$ cat src/rtl/udp_pkg.sv
// Shared UDP definitions: header length and the receive/transmit state set.
package udp_pkg;

   localparam int UDP_HDR_LEN = 8;

   typedef enum logic [2:0] {
      WAIT_START,
      PORT_SOURCE_RX,
      PORT_DESTINATION_RX,
      LENGTH_RX,
      CHECKSUM_RX,
      PAYLOAD_RX
   } udp_state_t;

endpackage

$ cat src/rtl/udp_header_rx.sv
// UDP header parser: captures the four 16-bit header fields after the IP header
// and forwards the payload of frames addressed to local_port.
module udp_header_rx
   import udp_pkg::*;
(
   input  logic        aclk,
   input  logic        aresetn,
   input  logic        ip_header_rx_done,
   input  logic [7:0]  data_in,
   input  logic        data_in_valid,
   input  logic [15:0] local_port,
   output logic [15:0] port_s,
   output logic [15:0] port_d,
   output logic [15:0] udp_len_field,
   output logic [15:0] checksum,
   output logic        udp_header_rx_done,
   output logic        port_match,
   output logic        len_err,
   output logic [7:0]  payload_data,
   output logic        payload_valid,
   output logic        payload_last
);

   udp_state_t  state;
   logic        byte_cnt;
   logic [15:0] payload_cnt;
   logic        port_hit;
   logic        len_short;
   logic        payload_ok;

   // Evaluated while the last checksum byte arrives; port_d and the length are complete by then.
   always_comb begin
      port_hit   = (port_d == local_port);
      len_short  = (udp_len_field < 16'(UDP_HDR_LEN));
      payload_ok = port_hit && !len_short && (udp_len_field > 16'(UDP_HDR_LEN));
   end

   always_ff @(posedge aclk) begin
      if (!aresetn) begin
         state              <= WAIT_START;
         byte_cnt           <= 1'b0;
         payload_cnt        <= '0;
         port_s             <= '0;
         port_d             <= '0;
         udp_len_field      <= '0;
         checksum           <= '0;
         udp_header_rx_done <= 1'b0;
         port_match         <= 1'b0;
         len_err            <= 1'b0;
         payload_data       <= '0;
         payload_valid      <= 1'b0;
         payload_last       <= 1'b0;
      end else begin
         udp_header_rx_done <= 1'b0;
         payload_valid      <= 1'b0;
         payload_last       <= 1'b0;
         payload_data       <= '0;
         case (state)
            WAIT_START: begin
               if (ip_header_rx_done) begin
                  state    <= PORT_SOURCE_RX;
                  byte_cnt <= 1'b0;
               end
            end
            PORT_SOURCE_RX: begin
               if (data_in_valid) begin
                  if (!byte_cnt) port_s[15:8] <= data_in;
                  else           port_s[7:0]  <= data_in;
                  byte_cnt <= ~byte_cnt;
                  if (byte_cnt) state <= PORT_DESTINATION_RX;
               end
            end
            PORT_DESTINATION_RX: begin
               if (data_in_valid) begin
                  if (!byte_cnt) port_d[15:8] <= data_in;
                  else           port_d[7:0]  <= data_in;
                  byte_cnt <= ~byte_cnt;
                  if (byte_cnt) state <= LENGTH_RX;
               end
            end
            LENGTH_RX: begin
               if (data_in_valid) begin
                  if (!byte_cnt) udp_len_field[15:8] <= data_in;
                  else           udp_len_field[7:0]  <= data_in;
                  byte_cnt <= ~byte_cnt;
                  if (byte_cnt) state <= CHECKSUM_RX;
               end
            end
            CHECKSUM_RX: begin
               if (data_in_valid) begin
                  if (!byte_cnt) checksum[15:8] <= data_in;
                  else           checksum[7:0]  <= data_in;
                  byte_cnt <= ~byte_cnt;
                  if (byte_cnt) begin
                     udp_header_rx_done <= 1'b1;
                     port_match         <= port_hit;
                     len_err            <= len_short;
                     if (payload_ok) begin
                        state       <= PAYLOAD_RX;
                        payload_cnt <= udp_len_field - 16'(UDP_HDR_LEN);
                     end else begin
                        state <= WAIT_START;
                     end
                  end
               end
            end
            PAYLOAD_RX: begin
               if (data_in_valid) begin
                  payload_valid <= 1'b1;
                  payload_data  <= data_in;
                  payload_cnt   <= payload_cnt - 16'd1;
                  if (payload_cnt == 16'd1) begin
                     payload_last <= 1'b1;
                     state        <= WAIT_START;
                  end
               end
            end
            default: state <= WAIT_START;
         endcase
      end
   end

endmodule
$ cat config.mk
export PLATFORM = sky130hd
export DESIGN_NAME = udp_header_rx
export DESIGN_NICKNAME = d
export VERILOG_FILES = /design/src/rtl/udp_pkg.sv /design/src/rtl/udp_header_rx.sv
export SDC_FILE = /design/constraint.sdc
export NUM_CORES = 1
export LEC_CHECK = 0
export CORE_UTILIZATION = 25
export DETAILED_ROUTE_END_ITERATION = 10
export PLACE_DENSITY_LB_ADDON = 0.25
export REMOVE_ABC_BUFFERS = 1
export SYNTH_ARGS = -nofsm -noshare
export SYNTH_HDL_FRONTEND = slang
export SYNTH_SLANG_ARGS = --single-unit
$ cat constraint.sdc
create_clock -name aclk -period 1.79 [get_ports aclk]
set_clock_uncertainty 0.15 [all_clocks]
set_input_delay 0.179 -clock aclk [delete_from_list [all_inputs] [get_ports aclk]]
set_output_delay 0.179 -clock aclk [all_outputs]
set_load 0.01 [all_outputs]
==> results.md <==
- Status: finished with violations
- Failing checks: negative setup slack
- Commonest non-fill, non-tap cells in the layout: buf_4, clkdlybuf4s50_1, nor2_1
- RePlAce Congestion: between 0.8 and 0.9
- Antenna violations before repair: 0
- Hold Path Class: flop to flop
- Post-synth ARST share: 0%
- Leading area contributor after synthesis: dfxtp_1
- Vias in the first global route: 4326
- Post-Syn Area: 0.00441 mm^2
- Reg clk slew, reported paths: 70 ps
- Final setup fails: 18
- Synth top area cells: dfxtp_1, mux2i_1, nor2_1
- Fillers: 1694
- Total gr overflow: 0
- CP Capture Type: flop
- Clock sink count: between 90 and 100
- Post-Route WL: roughly 15000 um
- N_diodes: 0
- Share of post-route cells with drive strength above 1: 27.1%
- Final ANT Viol Nets: 0
- Peak VDD IR: between 0.3 and 0.4 mV
- Slew @ Worst Pin: 667 ps
- Post-Syn Instances: 495
- Cell area power density: 650 mW/mm^2
- Port bufs: between 100 and 150
- Post-DP HPWL: ~11000 um
- Io pins: 105
- Data required time at the worst endpoint: 1910 ps
- Register area share after synthesis: 44.1%
- RSZ-0062 raised after global routing: true
- Library cells used by synthesis: 58
- Root buf cell: clkbuf_16
- Crit path kind: flop to flop
- Normalized max-slew margin: between 50 and 60%
- CTS tree: yes
- Global-route wire length before repair: about 23000 um
- Period utilisation layout: 114%
- Lkg Pwr: 2.92 nW
- Fin nets: 715
- Via Count: 4314
- WL/cell: 16.1 um
- CTS Buffer Depth: 2
- Post-Layout Cell Count: 914
- Synthesized area per cell: ~9 um^2
- Hold violation count in the final report: 0
- Crit path launch type: flop
- Layout Area Growth over Synthesis: 58.2%
- Count of flip-flops with a built-in enable after synthesis: 0
- Yosys warns: 0
- Global Route Usage Sum: 16.6%
- DIE AREA: 0.0182 mm^2
- Critical path arrival: 2160 ps
- Final min period: 2040 ps
- Fmax: between 400 and 500 MHz
- DR DRC count: 0
- Drt first pass iters: 5
- Setup ws final: -247 ps
- Die height: 135 um
- Synthesized flop and latch total: 97
- Top_reg_cell synth: dfxtp_1
- Clock latency on the worst-skew pair: 360 ps
- Largest net degree at the start of global routing: 65
- Row count: 48
- Die width: 135 um
- Initial Utilization: 25.6%
- Total core area: around 0.017 mm^2
- CP Max Fanout: 6
- Commonest non-fill, non-tap cell in the layout: buf_4
- # H-tree levels: 3
- Max_cap viols: 0
- Cells after DPL: ~890
- Vias/cell: approximately 4.7
- Yosys top cell area share: between 40% and 50%
- Final slew viol count: 0
- Starting DRT DRC Count: roughly 180
- TNS Setup: -3390 ps
- Total CTS buffers: 9
## final cells by class
class | instances | area [um^2] | area share [%]
Clock buffer | 10 | 239 | 3.43
Clock inverter | 6 | 56.3 | 0.808
Inverter | 9 | 33.8 | 0.485
Multi-Input combinational cell | 354 | 2480 | 35.6
Sequential cell | 97 | 1970 | 28.2
Tap cell | 225 | 282 | 4.04
Timing Repair Buffer | 213 | 1910 | 27.4
## per-stage QoR
step,cell area [um^2],hold WS (ps),power (W),setup WS (ps),util [%]
floorplan,4270,147,0.00238,-614,-
global placement,6380,293,0.00260,-548,37.0
detailed placement,6380,301,0.00261,-599,37.0
CTS,6840,314,0.00456,-290,39.7
global route,6970,339,0.00470,-359,40.4
finish,6970,311,0.00453,-247,40.4
## Yosys cell counts, drive strengths merged, types with 3 or more instances
master  instances
a21oi          24
a31oi           6
and3           11
buf             4
clkbuf         31
dfxtp          97
ha              3
inv             9
mux2i          58
nand2          38
nand3          12
nand4           8
nor2           83
nor3            9
nor4            7
o21ai          16
o22ai           4
o41ai           3
or3             5
or4             4
xnor2          20
xor2            6
## sequential cells by signal, summed over array words and instances (netlist names)
register / count
udp_header_rx_done: 1
state: 3
len_err: 1
payload_last: 1
checksum: 16
payload_data: 8
port_d: 16
payload_valid: 1
port_s: 16
port_match: 1
payload_cnt: 16
udp_len_field: 16
byte_cnt: 1
## worst max-delay path, cell delays in order, from the launching register on
cell	delay [ps]
dfxtp_2	320
nor4_2	260
buf_4	150
and4b_2	270
nand3_4	120
nand2_4	130
buf_4	120
o21ai_1	50
buf_4	170
o32ai_2	190
## power by group
group | internal (W) | leakage [nW] | switching, W | total [W]
logic | 0.000192 | 1.98 | 0.000201 | 0.000393
clock network | 0.00101 | 0.144 | 0.000927 | 0.00194
registers | 0.00218 | 0.791 | 0.0000159 | 0.00219
## per-layer routing
metal / vias to the layer above / GRT usage [%] / wire (um)
met3: 20 / 4.65 / 941
met4: 0 / 6.68 / 275
met1: 2075 / 20.4 / 6480
met5: - / 0 / 0
met2: 106 / 27.4 / 6970
li1: 2113 / - / -
## logic make-up after synthesis
| family | after synthesis | share of synthesized area [%] |
|---|---|---|
| AO/OA/AOI/OAI | 76 | 10.9 |
| XOR/XNOR | 26 | 5.17 |
| adder cells (fa/ha/maj) | 3 | 0.852 |
| buffers and inverters | 44 | 3.86 |
| flip-flops | 97 | 44.1 |
| multiplexers | 58 | 13.2 |
| AND/OR/NAND/NOR | 191 | 21.9 |
## worst paths after layout
| kind | startpoint | end | slack [ps] | cells after the start |
|---|---|---|---|---|
| worst min register to register | checksum[7]$_SDFFE_PN0P_ | checksum[7]$_SDFFE_PN0P_ | 310 | 2 |
| worst min-delay path | checksum[7]$_SDFFE_PN0P_ | checksum[7]$_SDFFE_PN0P_ | 310 | 2 |
| worst max register to register | udp_len_field[10]$_SDFFE_PN0P_ | payload_cnt[10]$_SDFFE_PN0P_ | -250 | 9 |
| worst max-delay path | udp_len_field[10]$_SDFFE_PN0P_ | payload_cnt[10]$_SDFFE_PN0P_ | -250 | 9 |
## repair_timing
action                     4_1_cts  5_1_grt
resized for setup               29       36
hold buffers                     0        0
buffers inserted                 6        0
pin swaps                       25       27
setup endpoints to repair       29       57
Note: power is estimated with default switching activity, not from simulation.
